--- config.mk ---
export PLATFORM = sky130hd
export DESIGN_NAME = key_entry_flat
export DESIGN_NICKNAME = d
export VERILOG_FILES = /design/src/rtl/calc_pkg.sv /design/src/rtl/key_entry_if.sv /design/src/rtl/key_entry_enc.sv /design/src/rtl/key_entry.sv /design/src/flat_wrapper.sv
export SDC_FILE = /design/constraint.sdc
export NUM_CORES = 1
export LEC_CHECK = 0
export ABC_AREA = 1
export BUFFER_PORTS_ARGS = -buffer_cell sky130_fd_sc_hd__buf_2
export CAP_MARGIN = 40
export CELL_PAD_IN_SITES_DETAIL_PLACEMENT = 0
export CELL_PAD_IN_SITES_GLOBAL_PLACEMENT = 2
export CORE_MARGIN = 5
export CORE_UTILIZATION = 30
export DETAILED_ROUTE_END_ITERATION = 7
export MAX_ROUTING_LAYER = met4
export PLACE_DENSITY = 0.86
export SYNTH_ARGS = -nofsm -noshare
export SYNTH_HDL_FRONTEND = slang
export SYNTH_SLANG_ARGS = --single-unit
--- constraint.sdc ---
create_clock -name clk -period 2.37 [get_ports clk]
set_clock_uncertainty 0.2 [all_clocks]
set_input_delay 0.474 -clock clk [delete_from_list [all_inputs] [get_ports clk]]
set_output_delay 0.474 -clock clk [all_outputs]
set_load 0.02 [all_outputs]
--- src/rtl/calc_pkg.sv ---
// ---------------------------------------------------------------------------
// calc_pkg -- shared types and constants for the calculator key-entry stage.
//   op_t    : operator code presented to the arithmetic unit.
//   KEY_*   : key indices within the scanner's 16-bit key_pulse vector.
//   state_t : key_entry sequencing states.
// ---------------------------------------------------------------------------
package calc_pkg;

  typedef enum logic [1:0] {
    OP_ADD = 2'd0,
    OP_SUB = 2'd1,
    OP_MUL = 2'd2,
    OP_DIV = 2'd3
  } op_t;

  localparam logic [3:0] KEY_ADD = 4'd10;
  localparam logic [3:0] KEY_SUB = 4'd11;
  localparam logic [3:0] KEY_MUL = 4'd12;
  localparam logic [3:0] KEY_DIV = 4'd13;
  localparam logic [3:0] KEY_EQ  = 4'd14;
  localparam logic [3:0] KEY_CLR = 4'd15;

  typedef enum logic [2:0] {
    S_A,
    S_OP,
    S_B,
    S_REQ,
    S_WAIT,
    S_RES
  } state_t;

  function automatic logic key_is_digit(input logic [3:0] code);
    return code <= 4'd9;
  endfunction

  function automatic logic key_is_op(input logic [3:0] code);
    return (code >= KEY_ADD) && (code <= KEY_DIV);
  endfunction

endpackage

--- src/rtl/key_entry_if.sv ---
// ---------------------------------------------------------------------------
// key_entry_if -- compute request / result channel between key_entry and the
// arithmetic unit.
//   req_valid/req_ready : request handshake (master drives valid)
//   req_a/req_b         : BCD operands, 4*DIGITS bits
//   req_op              : operator (op_t)
//   res_valid/res_bcd   : result strobe and BCD result (slave drives)
// Modports: master = key_entry side, slave = arithmetic unit side.
// ---------------------------------------------------------------------------
interface key_entry_if #(
  parameter int unsigned DIGITS = 4
);
  import calc_pkg::*;

  localparam int unsigned W = 4 * DIGITS;

  logic         req_valid;
  logic         req_ready;
  logic [W-1:0] req_a;
  logic [W-1:0] req_b;
  op_t          req_op;
  logic         res_valid;
  logic [W-1:0] res_bcd;

  modport master (
    output req_valid, req_a, req_b, req_op,
    input  req_ready, res_valid, res_bcd
  );

  modport slave (
    input  req_valid, req_a, req_b, req_op,
    output req_ready, res_valid, res_bcd
  );

endinterface

--- src/rtl/key_entry_enc.sv ---
// ---------------------------------------------------------------------------
// key_enc -- combinational priority encoder for the scanner key strobes.
//   i_strobe : 16 one-cycle key strobes
//   o_code   : index of the lowest set strobe (0 when none)
//   o_vld    : any strobe set
//   o_multi  : more than one strobe set
// ---------------------------------------------------------------------------
module key_enc (
  input  logic [15:0] i_strobe,
  output logic [3:0]  o_code,
  output logic        o_vld,
  output logic        o_multi
);

  always_comb begin
    o_code = '0;
    // Scan from the top so the lowest set index is written last and wins.
    for (int unsigned i = 0; i < 16; i++) begin
      if (i_strobe[15 - i]) o_code = 4'(15 - i);
    end
  end

  assign o_vld   = |i_strobe;
  // Clearing the lowest set bit leaves something only if two or more were set.
  assign o_multi = |(i_strobe & (i_strobe - 16'd1));

endmodule

--- src/rtl/key_entry.sv ---
// ---------------------------------------------------------------------------
// key_entry -- operand/operator entry stage of the calculator.
// Builds two BCD operands and an operator from scanner keystrokes, issues a
// compute request over a valid/ready channel and loads the returned result.
//   clk, rst_n : clock, asynchronous active-low reset
//   key_pulse  : one-cycle key strobes (0-9 digits, 10-13 + - * /, 14 =, 15 C)
//   bus        : key_entry_if.master request/result channel
//   disp_bcd   : registered value for the display
//   ovf        : sticky entry-error flag
// Build option: define KEY_ENTRY_OVF_EN to enable ovf detection (dropped
// digit or multi-key pulse); otherwise ovf is tied to 0.
// ---------------------------------------------------------------------------
module key_entry
  import calc_pkg::*;
#(
  parameter int unsigned DIGITS = 4
) (
  input  logic                  clk,
  input  logic                  rst_n,
  input  logic [15:0]           key_pulse,
  key_entry_if.master           bus,
  output logic [4*DIGITS-1:0]   disp_bcd,
  output logic                  ovf
);

  localparam int unsigned W  = 4 * DIGITS;
  localparam int unsigned CW = $clog2(DIGITS + 1);
  localparam logic [CW-1:0] FULL = CW'(DIGITS);

  logic [3:0] w_code;
  logic       w_vld;
`ifdef KEY_ENTRY_OVF_EN
  logic       w_multi;
`else
  logic       w_multi_unused;
`endif

  key_enc u_enc (
    .i_strobe (key_pulse),
    .o_code   (w_code),
    .o_vld    (w_vld),
`ifdef KEY_ENTRY_OVF_EN
    .o_multi  (w_multi)
`else
    .o_multi  (w_multi_unused)
`endif
  );

  state_t        r_state, w_state_nxt;
  logic [W-1:0]  r_a, r_b, w_a_nxt, w_b_nxt;
  logic [CW-1:0] r_cnt_a, r_cnt_b, w_cnt_a_nxt, w_cnt_b_nxt;
  op_t           r_op, w_op_nxt;
  logic [W-1:0]  r_disp, w_disp_nxt;
  logic          r_req_valid;

  logic w_digit, w_oper, w_eq, w_clr;
  op_t  w_key_op;

  assign w_digit  = w_vld && key_is_digit(w_code);
  assign w_oper   = w_vld && key_is_op(w_code);
  assign w_eq     = w_vld && (w_code == KEY_EQ);
  assign w_clr    = w_vld && (w_code == KEY_CLR);
  assign w_key_op = op_t'(2'(w_code - KEY_ADD));

  always_comb begin
    w_state_nxt = r_state;
    w_a_nxt     = r_a;
    w_b_nxt     = r_b;
    w_cnt_a_nxt = r_cnt_a;
    w_cnt_b_nxt = r_cnt_b;
    w_op_nxt    = r_op;

    unique case (r_state)
      S_A: begin
        if (w_digit) begin
          if (r_cnt_a != FULL) begin
            w_a_nxt = {r_a[W-5:0], w_code};
            // Leading zeros do not count as entered digits.
            if (!(r_a == '0 && w_code == 4'd0)) w_cnt_a_nxt = r_cnt_a + CW'(1);
          end
        end else if (w_oper) begin
          w_op_nxt    = w_key_op;
          w_state_nxt = S_OP;
        end
      end
      S_OP: begin
        if (w_oper) begin
          w_op_nxt = w_key_op;
        end else if (w_digit) begin
          w_b_nxt     = {{(W-4){1'b0}}, w_code};
          w_cnt_b_nxt = (w_code == 4'd0) ? '0 : CW'(1);
          w_state_nxt = S_B;
        end
      end
      S_B: begin
        if (w_digit) begin
          if (r_cnt_b != FULL) begin
            w_b_nxt = {r_b[W-5:0], w_code};
            if (!(r_b == '0 && w_code == 4'd0)) w_cnt_b_nxt = r_cnt_b + CW'(1);
          end
        end else if (w_eq) begin
          w_state_nxt = S_REQ;
        end
      end
      S_REQ: begin
        if (bus.req_ready) w_state_nxt = S_WAIT;
      end
      S_WAIT: begin
        // C is handled below and takes priority over a coincident result.
        if (bus.res_valid) begin
          w_a_nxt     = bus.res_bcd;
          w_cnt_a_nxt = FULL;
          w_state_nxt = S_RES;
        end
      end
      S_RES: begin
        if (w_digit) begin
          w_a_nxt     = {{(W-4){1'b0}}, w_code};
          w_cnt_a_nxt = (w_code == 4'd0) ? '0 : CW'(1);
          w_state_nxt = S_A;
        end else if (w_oper) begin
          w_op_nxt    = w_key_op;
          w_state_nxt = S_OP;
        end
      end
      default: w_state_nxt = S_A;
    endcase

    if (w_clr && r_state != S_REQ) begin
      w_a_nxt     = '0;
      w_b_nxt     = '0;
      w_cnt_a_nxt = '0;
      w_cnt_b_nxt = '0;
      w_op_nxt    = OP_ADD;
      w_state_nxt = S_A;
    end

    unique case (w_state_nxt)
      S_B, S_REQ, S_WAIT: w_disp_nxt = w_b_nxt;
      default:            w_disp_nxt = w_a_nxt;
    endcase
  end

  always_ff @(posedge clk or negedge rst_n) begin
    if (!rst_n) r_state <= S_A;
    else        r_state <= w_state_nxt;
  end

  always_ff @(posedge clk or negedge rst_n) begin
    if (!rst_n) begin
      r_a         <= '0;
      r_b         <= '0;
      r_cnt_a     <= '0;
      r_cnt_b     <= '0;
      r_op        <= OP_ADD;
      r_disp      <= '0;
      r_req_valid <= 1'b0;
    end else begin
      r_a         <= w_a_nxt;
      r_b         <= w_b_nxt;
      r_cnt_a     <= w_cnt_a_nxt;
      r_cnt_b     <= w_cnt_b_nxt;
      r_op        <= w_op_nxt;
      r_disp      <= w_disp_nxt;
      r_req_valid <= (w_state_nxt == S_REQ);
    end
  end

`ifdef KEY_ENTRY_OVF_EN
  logic r_ovf;
  logic w_drop, w_clr_all;

  assign w_drop = w_digit && ((r_state == S_A && r_cnt_a == FULL) ||
                              (r_state == S_B && r_cnt_b == FULL));
  assign w_clr_all = w_clr && (r_state != S_REQ);

  always_ff @(posedge clk or negedge rst_n) begin
    if (!rst_n)         r_ovf <= 1'b0;
    else if (w_clr_all) r_ovf <= 1'b0;
    else if (w_drop || w_multi) r_ovf <= 1'b1;
  end

  assign ovf = r_ovf;
`else
  assign ovf = 1'b0;
`endif

  assign bus.req_valid = r_req_valid;
  assign bus.req_a     = r_a;
  assign bus.req_b     = r_b;
  assign bus.req_op    = r_op;
  assign disp_bcd      = r_disp;

endmodule

--- src/flat_wrapper.sv ---
// flat-port wrapper written by rule: the top's interface ports become plain ports
module key_entry_flat import calc_pkg::*;
#(
  parameter int unsigned DIGITS = 4
)
  (clk, rst_n, key_pulse, disp_bcd, ovf, bus_req_valid, bus_req_a, bus_req_b, bus_req_op, bus_req_ready, bus_res_valid, bus_res_bcd);
  key_entry_if #(.DIGITS(DIGITS)) bus_i ();
  input  logic clk;
  input  logic rst_n;
  input  logic [15:0] key_pulse;
  output logic [4*DIGITS-1:0] disp_bcd;
  output logic ovf;
  output wire logic [$bits(bus_i.req_valid)-1:0] bus_req_valid;
  output wire logic [$bits(bus_i.req_a)-1:0] bus_req_a;
  output wire logic [$bits(bus_i.req_b)-1:0] bus_req_b;
  output wire logic [$bits(bus_i.req_op)-1:0] bus_req_op;
  input wire logic [$bits(bus_i.req_ready)-1:0] bus_req_ready;
  input wire logic [$bits(bus_i.res_valid)-1:0] bus_res_valid;
  input wire logic [$bits(bus_i.res_bcd)-1:0] bus_res_bcd;
  assign bus_req_valid = bus_i.req_valid;
  assign bus_req_a = bus_i.req_a;
  assign bus_req_b = bus_i.req_b;
  assign bus_req_op = bus_i.req_op;
  assign bus_i.req_ready = bus_req_ready;
  assign bus_i.res_valid = bus_res_valid;
  assign bus_i.res_bcd = bus_res_bcd;
  key_entry #(.DIGITS(DIGITS)) u_core (.clk(clk), .rst_n(rst_n), .key_pulse(key_pulse), .bus(bus_i), .disp_bcd(disp_bcd), .ovf(ovf));
endmodule
==> results.cfg <==
[floorplan]
die_area_sq_um = 15860
ios = 88
rows = 42
die_w_um = 126.0
die_h_um = 126.0
coreArea_sq_um = 13190
start_util = 0.3058

[setup_path]
crit_path_end_kind = flop
crit_chain = buf_2 > inv_2 > nand2_2 > a31oi_4 > o21ai_1 > nand2_1 > nand2_2 > buf_4 > nand3_4 > nand3_4 > nand2_2 > nand2_1 > nor2_2 > nand3_4 > nor2_4 > nor2_8 > clkbuf_16 > nand2_1 > o21ai_1
cp_max_fo = 6
crit_type = input port to flop
start_kind = input port
max_stage_delay_ps = 170
cpMaxStageDelayCell = nor2_4
arrival_ps = 2290
crit_required_ps = 2390

[global_route]
overflow = 0
grt_usage = 0.1682
grt_pass1_wl_um = 20870
grt_pass1_vias = 4051
grt_max_degree = 40
antenna_found_initial = 0

[route]
drt_iter0_drc = 287
ant_nets = 0
wl_per_cell_um = 14.58
viasPerCell = 4.712
wl_um = 13280
dr.pass1.iters = 4
remaining_drc_errors = 0
vias = 4293

[placed_design]
place_area_sq_um = 5124
hpwl_um = 10070
gp_congestion = 0.9102
port_buffers = 86
pre_cts_slack_ps = -299.9

[clock_network]
cts_sinks = 60
root_buffer = clkbuf_16
numCtsBuffers = 9
insertion_delay_ps = 330
cts_tree = done
clockBufferDepth = 2
ctsHtreeMaxLevel = 3
clkSlewWorstSetupHoldPaths_ps = 60

[timing]
whs_ps = 322.7
setup_viol = 0
slew_viol_final = 0
fin_crit_sh = 0.9594
max_slew.worst_pin.slew_ps = 573.6
max-slew-margin-rel = 0.6176
setup_ws_ps = 96.22
hold_violations = 0
fmax_mhz = 439.8
finalCriticalPeriod_ps = 2274

[yosys]
synth_edf_count = 0
yosys_warnings = 0
ys_ff_latch = 60
async_reset_ff_frac = 1.000
avgSynthCellArea_sq_um = 6.884
synth-main-ff-cell = dfrtp_1
synth_nets = 626
ys_types = 38
synth_area_sq_um = 4034
ys_seq_area_frac = 0.3722
netlist_instances = 586

[cells_and_area]
fillers = 1380
post-route-util = 0.4302
drive_above_1_share = 0.3265
diodes = 0
nets = 770
multi_input_comb_area_sq_um = 2256
fin_area_sq_um = 5674
seq_area_sq_um = 1501
syn_to_final_growth_pct = 40.66

[min_path]
hp-class = input port to flop

[pwr]
pwr_density_cell_nw_per_um2 = 810.8
leakagePower_nw = 3.036
finalPower_mw = 4.600
ir_drop_mv = 0.2976

[outcome]
status = finished, final reports clean

[run]
cap_viol_max_count = 0
==> registers in the layout (all words and copies together) (netlist names) <==
register,count
u_core.r_state,3
u_core.bus.req_valid,1
u_core.r_cnt_b,3
u_core.disp_bcd,16
u_core.bus.req_b,16
u_core.bus.req_a,16
u_core.r_cnt_a,3
u_core.bus.req_op,2
==> stage by stage <==
| step | TNS, ps | instances |
|---|---|---|
| floorplan | 0 | 586 |
| global placement | -7087 | 887 |
| detailed placement | -7752 | 887 |
| CTS | 0 | 904 |
| global route | -643.6 | 911 |
| finish | 0 | 911 |
==> Yosys cell counts, drive strengths merged, types with 3 or more instances <==
master / instances / area [sq um]
nand2: 177 / 681.9
a21oi: 42 / 214.0
nand3: 32 / 192.7
nor2: 53 / 267.8
nor3: 3 / 15.01
clkbuf: 8 / 30.03
nor4: 6 / 37.54
ha: 4 / 50.05
o21ai: 63 / 341.6
inv: 91 / 344.1
o211ai: 15 / 112.6
a221oi: 3 / 26.28
dfrtp: 60 / 1501
nand3b: 4 / 30.03
buf: 11 / 78.82
nand4: 6 / 52.55
==> worst max-delay path, delay by kind of cell <==
family                 cells  cell delay (ps)
AND/OR/NAND/NOR           12             1050
buffers and inverters      4              450
AO/OA/AOI/OAI              3              290
==> final timing paths <==
path                                   startpoint                    to  slack [ps]  cells after the start
worst min-delay path                bus_req_ready  u_core.bus.req_valid         320                      4
min in group asynchronous                   rst_n  u_core.bus.req_a[12]         470                      2
max in group asynchronous                   rst_n   u_core.bus.req_b[3]         880                      3
worst max-delay path                key_pulse[10]    u_core.disp_bcd[5]         100                     19
worst min register to register  u_core.r_cnt_b[1]     u_core.r_cnt_b[1]         340                      2
worst max register to register  u_core.r_state[2]    u_core.disp_bcd[5]         160                     13
==> layout make-up <==
type                    count  area share
clock buffers              11     0.04278
clock inverters             5    0.006395
inverters                  91     0.06064
multi-input cells         416      0.3976
flip-flops and latches     60      0.2646
well taps                 176     0.03881
repair buffers            152      0.1892
==> routing by layer <==
metal | share of wire | vias up | GRT usage
li1 | - | 2180 | -
met1 | 0.48 | 2004 | 0.2291
met5 | 0 | - | -
met4 | 0.013 | 0 | 0.04101
met2 | 0.47 | 97 | 0.2582
met3 | 0.040 | 12 | 0.03387
==> placed cells by master (no fill, tap or decap), drive strengths merged <==
master,n
o211ai,15
xor2,1
o21ai,63
inv,92
mux2,1
dfrtp,60
conb,1
nand3,32
nor2,53
or2,1
nor4,6
nand4,6
clkinv,1
dlygate4sd3,1
and3,2
a21oi,42
nor3,3
a221oi,3
clkbuf,12
xnor2,1
clkinvlp,3
buf,150
nand3b,4
nand2,177
ha,4
a31oi,1
==> power breakdown <==
part / leakage, nW / switching, mW / internal, mW
combinational: 2.16 / 1.11 / 0.700
clock: 0.128 / 0.501 / 0.737
sequential: 0.747 / 0.274 / 1.28
==> logic make-up after synthesis <==
family	Yosys count	synth area share
AOI/OAI and AO/OA	124	0.1737
xor gates and xnor gates	2	0.004343
adders and majority gates	4	0.01241
buffers and inverters	110	0.1123
DFF	60	0.3722
muxes	1	0.002791
other	1	0.0009296
and+or+nand+nor	284	0.3213
==> what timing repair did <==
action | 4_1_cts | 5_1_grt
hold endpoints to repair | 21 | 0
gates resized for setup | 0 | 53
endpoints found under the setup margin | 0 | 27
setup buffers | 0 | 5
hold buffers | 1 | 0
No activity file was read; power rests on OpenSTA's default activity.
